**config.mk**
```make
export PLATFORM = sky130hd
export DESIGN_NAME = line_break_sequencer
export DESIGN_NICKNAME = d
export VERILOG_FILES = /design/src/rtl/line_break_sequencer.sv
export SDC_FILE = /design/constraint.sdc
export NUM_CORES = 1
export LEC_CHECK = 0
export BUFFER_PORTS_ARGS = -buffer_cell sky130_fd_sc_hd__buf_2
export CAP_MARGIN = 0
export CORE_AREA = 2 2 157 98
export CTS_BUF_LIST = sky130_fd_sc_hd__clkbuf_2 sky130_fd_sc_hd__clkbuf_4 sky130_fd_sc_hd__clkbuf_8
export CTS_CLUSTER_DIAMETER = 100
export DETAILED_ROUTE_END_ITERATION = 6
export DIE_AREA = 0 0 159 100
export SYNTH_ARGS = -nofsm -noshare
export SYNTH_HDL_FRONTEND = slang
export SYNTH_SLANG_ARGS = --single-unit
```
**constraint.sdc**
```tcl
create_clock -name pclk -period 5.05 [get_ports pclk]
set_input_delay 1.515 -clock pclk [delete_from_list [all_inputs] [get_ports pclk]]
set_output_delay 1.515 -clock pclk [all_outputs]
set_load 0.02 [all_outputs]
```
**src/rtl/line_break_sequencer.sv**
```systemverilog
// -----------------------------------------------------------------------------
// line_break_sequencer
//
// Frame-level controller that sits behind the per-frame half-break detector.
// One verdict arrives per frame (det_valid strobe, det_break level). After
// enable, a number of warm-up verdicts are discarded. A break is then confirmed
// over CONFIRM_FRAMES consecutive break verdicts. The confirmed break is held
// as a request to the motion controller until it is acknowledged. A cooldown
// window follows the acknowledge. A cycle watchdog flags a stalled camera.
//
// Ports
//   pclk       in   pixel clock, sole clock
//   reset_n    in   asynchronous active-low reset
//   enable     in   run control, low forces IDLE
//   det_valid  in   one-cycle frame-end strobe from the detector
//   det_break  in   detector verdict, qualified by det_valid
//   break_ack  in   acknowledge of break_req, only honoured in REQ
//   fault_clr  in   one-cycle pulse that leaves FAULT
//   break_req  out  high while in REQ
//   fault      out  high while in FAULT
//   state      out  current state code (IDLE=0 .. FAULT=6)
//   frame_cnt  out  verdicts seen while enabled, wraps
//   break_cnt  out  acknowledged breaks, saturates at 255
// -----------------------------------------------------------------------------
module line_break_sequencer #(
    parameter int unsigned WARMUP_FRAMES   = 4,
    parameter int unsigned CONFIRM_FRAMES  = 3,
    parameter int unsigned COOLDOWN_FRAMES = 8,
    parameter int unsigned TIMEOUT_CYC     = 2000000
) (
    input  logic        pclk,
    input  logic        reset_n,
    input  logic        enable,
    input  logic        det_valid,
    input  logic        det_break,
    input  logic        break_ack,
    input  logic        fault_clr,
    output logic        break_req,
    output logic        fault,
    output logic [2:0]  state,
    output logic [15:0] frame_cnt,
    output logic [7:0]  break_cnt
);

    typedef enum logic [2:0] {
        S_IDLE     = 3'd0,
        S_WARMUP   = 3'd1,
        S_TRACK    = 3'd2,
        S_CONFIRM  = 3'd3,
        S_REQ      = 3'd4,
        S_COOLDOWN = 3'd5,
        S_FAULT    = 3'd6
    } state_e;

    localparam logic [15:0] WARM_LIM  = 16'(WARMUP_FRAMES);
    localparam logic [15:0] CONF_LIM  = 16'(CONFIRM_FRAMES);
    localparam logic [15:0] COOL_LIM  = 16'(COOLDOWN_FRAMES);
    localparam logic [23:0] WDOG_LAST = 24'(TIMEOUT_CYC - 1);

    // Skipping WARMUP/COOLDOWN entirely when their frame count is zero.
    localparam state_e START_ST = (WARMUP_FRAMES == 0)   ? S_TRACK : S_WARMUP;
    localparam state_e ACK_ST   = (COOLDOWN_FRAMES == 0) ? S_TRACK : S_COOLDOWN;
    localparam state_e HIT_ST   = (CONFIRM_FRAMES == 1)  ? S_REQ   : S_CONFIRM;

    state_e      state_q, state_d;
    logic [15:0] wcnt_q, wcnt_d;       // shared by WARMUP and COOLDOWN
    logic [15:0] streak_q, streak_d;
    logic [23:0] wdog_q, wdog_d;
    logic [15:0] frame_cnt_q, frame_cnt_d;
    logic [7:0]  break_cnt_q, break_cnt_d;
    logic        brk_inc;
    logic        wdog_active;
    logic        wdog_timeout;
    logic        verdict;
    logic        brk_verdict;

    assign verdict     = det_valid;
    assign brk_verdict = det_valid & det_break;

    assign wdog_active = (state_q == S_WARMUP) || (state_q == S_TRACK) ||
                         (state_q == S_CONFIRM) || (state_q == S_COOLDOWN);
    // A verdict arriving in the timeout cycle rescues the camera.
    assign wdog_timeout = wdog_active && !det_valid && (wdog_q == WDOG_LAST);

    // ---------------------------------------------------------------- state reg
    always_ff @(posedge pclk or negedge reset_n) begin
        if (!reset_n) begin
            state_q     <= S_IDLE;
            wcnt_q      <= '0;
            streak_q    <= '0;
            wdog_q      <= '0;
            frame_cnt_q <= '0;
            break_cnt_q <= '0;
        end else begin
            state_q     <= state_d;
            wcnt_q      <= wcnt_d;
            streak_q    <= streak_d;
            wdog_q      <= wdog_d;
            frame_cnt_q <= frame_cnt_d;
            break_cnt_q <= break_cnt_d;
        end
    end

    // --------------------------------------------------------------- next state
    always_comb begin
        state_d  = state_q;
        wcnt_d   = wcnt_q;
        streak_d = streak_q;
        brk_inc  = 1'b0;

        if (!enable) begin
            state_d  = S_IDLE;
            wcnt_d   = '0;
            streak_d = '0;
        end else if (wdog_timeout) begin
            state_d  = S_FAULT;
            wcnt_d   = '0;
            streak_d = '0;
        end else begin
            unique case (state_q)
                S_IDLE: begin
                    state_d  = START_ST;
                    wcnt_d   = '0;
                    streak_d = '0;
                end
                S_WARMUP: begin
                    if (verdict) begin
                        if (wcnt_q + 16'd1 >= WARM_LIM) begin
                            state_d = S_TRACK;
                            wcnt_d  = '0;
                        end else begin
                            wcnt_d = wcnt_q + 16'd1;
                        end
                    end
                end
                S_TRACK: begin
                    if (brk_verdict) begin
                        state_d  = HIT_ST;
                        streak_d = (CONFIRM_FRAMES == 1) ? 16'd0 : 16'd1;
                    end
                end
                S_CONFIRM: begin
                    if (brk_verdict) begin
                        if (streak_q + 16'd1 >= CONF_LIM) begin
                            state_d  = S_REQ;
                            streak_d = '0;
                        end else begin
                            streak_d = streak_q + 16'd1;
                        end
                    end else if (verdict) begin
                        state_d  = S_TRACK;
                        streak_d = '0;
                    end
                end
                S_REQ: begin
                    // Verdicts are ignored; only the acknowledge moves on.
                    if (break_ack) begin
                        state_d  = ACK_ST;
                        wcnt_d   = '0;
                        streak_d = '0;
                        brk_inc  = 1'b1;
                    end
                end
                S_COOLDOWN: begin
                    if (verdict) begin
                        if (wcnt_q + 16'd1 >= COOL_LIM) begin
                            state_d  = S_TRACK;
                            wcnt_d   = '0;
                            streak_d = '0;
                        end else begin
                            wcnt_d = wcnt_q + 16'd1;
                        end
                    end
                end
                S_FAULT: begin
                    if (fault_clr) begin
                        state_d  = START_ST;
                        wcnt_d   = '0;
                        streak_d = '0;
                    end
                end
                default: begin
                    state_d  = S_IDLE;
                    wcnt_d   = '0;
                    streak_d = '0;
                end
            endcase
        end
    end

    // Watchdog restarts on any verdict and on every state change, and idles
    // at zero outside the frame-consuming states.
    always_comb begin
        if (!wdog_active || det_valid || (state_d != state_q)) begin
            wdog_d = '0;
        end else begin
            wdog_d = wdog_q + 24'd1;
        end
    end

    always_comb begin
        frame_cnt_d = frame_cnt_q;
        if (enable && det_valid) begin
            frame_cnt_d = frame_cnt_q + 16'd1;
        end
        break_cnt_d = break_cnt_q;
        if (brk_inc && (break_cnt_q != 8'hFF)) begin
            break_cnt_d = break_cnt_q + 8'd1;
        end
    end

    // ------------------------------------------------------------------ outputs
    always_comb begin
        break_req = (state_q == S_REQ);
        fault     = (state_q == S_FAULT);
        state     = state_q;
        frame_cnt = frame_cnt_q;
        break_cnt = break_cnt_q;
    end

endmodule

```
After elaboration in Yosys (flattened, before gate mapping) --
Index checks and enable logic that the tools add are counted.
Word-level totals: output and inout bits 29, latch bits 0, input bits 7, register bits after elaboration 83, memories 0, memory bits (read-only) 0, logic and storage cells 84, bits in writable memories 0
Cells by class: shift operators 0, add/subtract/negate cells 5, eq/ne operators 18, reduce and logical (&&, ||, !) cells 15, bitwise operators 1, $lt $le $gt $ge 3, div/mod/pow operators 0, muxes and demuxes 36, $mul 0
Operators by type and width (count):
- 16-bit two-way mux | 16
- 16-bit case mux with 6 select lines | 1
- 16-bit case mux with 5 select lines | 1
- 16-bit by 1-bit adder with 16-bit output (second input constant) | 3
- 3-bit two-way mux | 12
- 24-bit by 1-bit adder with 24-bit output (second input constant) | 1
- 24-bit by 21-bit equality test with 1-bit output (second input constant) | 1
- 24-bit two-way mux | 1
- 3-bit case mux with 7 select lines | 1
- 16-bit by 2-bit greater-or-equal comparator with 1-bit output (second input constant) | 1
- 16-bit by 3-bit greater-or-equal comparator with 1-bit output (second input constant) | 1
- 16-bit by 4-bit greater-or-equal comparator with 1-bit output (second input constant) | 1
- 4-bit by 3-bit != test with 1-bit output (second input constant) | 3
- 4-bit != test (second input constant) | 3
- 3-bit equality test (second input constant) | 3
- 8-bit by 1-bit adder with 8-bit output (second input constant) | 1
- 8-bit != test (second input constant) | 1
- 7-bit AND reduction | 1
- 3-bit by 2-bit equality test with 1-bit output (second input constant) | 2
- 1-bit logical OR | 5
- 5-bit != test (second input constant) | 1
- 5-bit AND reduction | 1
- 1-bit logical AND | 4
- 1-bit two-way mux | 4
- 8 further kinds | 9

Depth between registers and ports, before layout --
depth after elaboration 11, mapped depth 9, gate-level depth less buffers 8

Least setup slack after synthesis --
OpenSTA, ideal clock, no wires.
kind in2reg, from input det_break, to register streak_q[10], data required time 4.931 ns, arrival time 2.736 ns, setup time 0.119 ns, slack 2.195 ns, path buffers 1, stages on the path 8, path through a21oi_1 o21a_1 nor3_1 o21bai_1 o31ai_4 and2b_4 buf_4 and2_1
Between the ends: cells in the longest elaborated chain, start to end 5, elaborated cells on any way between the ends 8, those cells by class 2 x eq/ne; 4 x mux; 1 x bitwise; 1 x reduce/logical
RTL lines:
- from (decl) | RTL line 35 | input logic det_break,
- 1-bit AND * | RTL line 78 | assign brk_verdict = det_valid & det_break;
- 16-bit two-way mux | RTL line 143 | if (brk_verdict) begin
- 16-bit case mux with 6 select lines | RTL line 120 | unique case (state_q)
- 16-bit two-way mux | RTL line 115 | end else if (wdog_timeout) begin
- 16-bit two-way mux | RTL line 111 | if (!enable) begin
- to (signal assigned) | RTL line 97 | streak_q <= streak_d;
- to (decl) | RTL line 67 | logic [15:0] streak_q, streak_d;
Every way passes the cells marked *; elsewhere a longest branch is shown, timed or not. A chain may end at the register's enable or synchronous reset.

Worst setup path in the final report --
from register state_q[2] (netlist: state[2]), to output break_req
Between the ends: cells in the longest elaborated chain, start to end 1
RTL lines:
- from (decl) | RTL line 65 | state_e state_q, state_d;
- from (signal assigned) | RTL line 95 | state_q <= state_d;
- 3-bit equality test | RTL line 214 | break_req = (state_q == S_REQ);
- to (decl) | RTL line 38 | output logic break_req,
Every way passes these cells.

==> results_dict.tcl <==
set metrics [dict create \
    timing.critical_path.cells "inv_1 -> nor3_1 -> buf_2" \
    finalCriticalPeriod_ns 3.20 \
    initial_utilization 0.289 \
    worst_path_max_delay_cell "dfrtp_1" \
    outcome "completed" \
    synth.net_count 438 \
    max_clock_freq_mhz 312 \
    io_buffer_count 35 \
    final_hold_viol_count 0 \
    diodes 0 \
    timing.rr.start "state[2]" \
    grt_start_max_net_pins 84 \
    fin_skew_ns 0.0122 \
    root_buffer "clkbuf_8" \
    power.ir.vdd_worst_mv 0.119 \
    post-cts-setup-buffer-count 0 \
    setup.reg_to_reg.worst_slack_ns 2.13 \
    cp_slowest_stage_delay_ns 0.65 \
    grt_antenna_before_repair 0 \
    initialDrtViolationCount 255 \
    internal-power_uw 924 \
    numCtsBuffers 9 \
    clk_path_buf_depth 2 \
    critical_path.top_delay_family "flip-flops" \
    placement.setup.worst_slack_ns 1.46 \
    cts_tree "built" \
    post-route-cell-area_sq_um 4810 \
    drt-total-wl_um 9010 \
    timing.final.max_slew_violations 0 \
    register_area_share_after_synthesis 0.488 \
    ys_dominant_reg_cell "dfrtp_1" \
    nNetsFinal 474 \
    clock_latency_at_the_later_pin_of_the_worst_skew_pair_ns 0.36 \
    worst_hold_path_type "reg -> reg" \
    global_route_wire_length_before_repair_um 15700 \
    fp.dieW_um 159 \
    remaining_routing_drc_violations 0 \
    synth_enable_flop_cells 0 \
    boundaryPins 36 \
    pwr-share-clk 0.346 \
    cp-start-kind "flip-flop" \
    grt_pass1_vias 3157 \
    cp.arrival_ns 1.69 \
    synth.cell_area_sq_um 4250 \
    cp_bufs_invs 2 \
    cts_hold_buf 0 \
    powerDensity_nw_per_um2 273 \
    worst_slack_ns 1.85 \
    filler_cell_count 1523 \
    place_hpwl_um 6430 \
    dpl_cell_area_sq_um 4630 \
    yosys_warnings 0 \
    hold_path_startpoint "frame_cnt[15]" \
    final_layout_size_suffix_gt1_frac 0.146 \
    die_h_um 100 \
    worst_setup_hold_path_clk_slew_ns 0.09 \
    timing.setup.tns_ns 0 \
    timing.setup.critical_path_class "reg -> out" \
    end_kind "output port" \
    core-area_sq_um 14700 \
    core_rows 35 \
    worst_pin_slew_ns 1.04 \
    cts-resized-gates 0 \
    globalRouteTotalUtil 0.122 \
    max_fanout_on_critical_path 16 \
    drt.antenna.violating_nets 0 \
    drv.max_cap_violation_count 0 \
    timing.critical_path.from "state[2]" \
    switching_share 0.295 \
    routed-via-count 3200 \
    syn2layout_area_growth_pct 13.1 \
    setup_violators_final 0 \
    grt_overflow_total 0 \
    power.sequential.fraction 0.554 \
    grt_setup_unrepaired "no" \
    post_synth_num_cell_types 59 \
    slew_headroom 0.308 \
    routabilityCongestion 0.850 \
    first_pass_iters 4 \
    synth_async_sr_flop_share 1.00 \
    post_synth.cell_area_avg_sq_um 10.0 \
    fp.dieArea_sq_um 15900 \
    avgRoutedWirePerCell_um 13.5 \
    total_switching_power_uw 387 \
    synth-seq-cells 83 \
    synth_cells 424 \
    timing.critical_path.required_ns 3.54 \
    cellLeakagePower_uw 0.00211 \
    power.share.combinational 0.101 \
    htree_num_levels 3 \
    clock_sinks 83 \
    drt-vias-per-instance 4.79 \
    final_min_period_over_clock_period 0.634 \
]
==> sequential cells by signal, summed over array words and instances (netlist names) <==
signal	count
state	3
wdog_q	24
streak_q	16
wcnt_q	16
break_cnt	8
frame_cnt	16
==> per-layer routing <==
layer	share of wire	wire length (um)	track usage	vias to the layer above
li1	-	-	-	1557
met1	0.53	4750	0.177	1561
met2	0.41	3650	0.174	78
met3	0.058	522	0.0384	4
met4	0.0090	81	0.0378	0
met5	0	0	0	-
==> final cells by class <==
| class | count | area, sq um | area share |
|---|---|---|---|
| well taps | 203 | 254 | 0.0528 |
| inverters | 13 | 48.8 | 0.0101 |
| repair buffers | 35 | 178 | 0.0369 |
| clock buffers | 9 | 124 | 0.0258 |
| clock inverters | 7 | 58.8 | 0.0122 |
| flip-flops and latches | 83 | 2080 | 0.432 |
| multi-input cells | 318 | 2070 | 0.430 |
==> synth_stat cells (4+ instances only) <==
master	number	area, sq um
a31oi_1	6	37.5
clkbuf_1	5	18.8
xor2_1	23	201
xnor2_1	30	263
nand4_1	14	87.6
or3_1	4	25.0
nor2_1	44	165
and4_1	5	43.8
nor4_1	6	37.5
nand2_1	26	97.6
o21ai_0	6	30.0
and3_1	7	43.8
ha_1	7	87.6
nor3_1	15	75.1
inv_1	13	48.8
dfrtp_1	83	2080
and2_1	28	175
nand2b_1	4	25.0
a21oi_1	13	65.1
nand3_1	28	140
nor3_2	4	40.0
==> kinds of logic after synthesis <==
logic type,count (synthesis),share of synthesized area
and+or+nand+nor,202,0.260
DFF,83,0.488
xor gates and xnor gates,53,0.109
AOI/OAI and AO/OA,52,0.0862
buffers and inverters,23,0.0250
adders and majority gates,7,0.0206
muxes,4,0.0106
==> power groups by stage <==
stage               sequential, uW  clock, uW  combinational (uW)
CTS                            725        474                 135
global route                   733        504                 149
finish                         726        453                 132
detailed placement             738          0                 134
global placement               737          0                 132
floorplan                      760          0                53.0
==> per-stage QoR <==
step | std cells | power, uW | hold slack (ns) | util
5_1_grt | 668 | 1390 | 0.490 | 0.327
3_3_place_gp | 652 | 869 | 0.455 | 0.314
3_5_place_dp | 652 | 873 | 0.463 | 0.314
2_1_floorplan | 424 | 813 | 0.452 | -
4_1_cts | 668 | 1330 | 0.477 | 0.327
6_report | 668 | 1310 | 0.468 | 0.327
==> worst reg2reg max path, delay by kind of cell, from the launching register on <==
family | cells | cell delay [ns]
AND/OR/NAND/NOR | 2 | 0.44
AO/OA/AOI/OAI | 4 | 1.81
flip-flops | 1 | 0.56
==> placed cells by master, fill, tap and decap left out, types with 7 or more instances in the layout <==
cell      synthesis  layout
dfrtp_1          83      83
nor2_1           44      44
buf_2             1      34
xnor2_1          30      30
and2_1           28      28
nand3_1          28      28
nand2_1          26      26
xor2_1           23      23
nor3_1           15      15
nand4_1          14      14
inv_1            13      13
a21oi_1          13      13
clkbuf_8          0       9
and3_1            7       7
ha_1              7       7
==> final timing paths <==
kind | end | cells after the start
worst min-delay path | frame_cnt[15] | 1
min in group asynchronous | wcnt_q[4] | 1
worst max register to register | wdog_q[3] | 6
max in group asynchronous | wdog_q[8] | 1
worst max-delay path | break_req | 3
worst min register to register | frame_cnt[15] | 1
No activity file was read; power rests on OpenSTA's default activity.
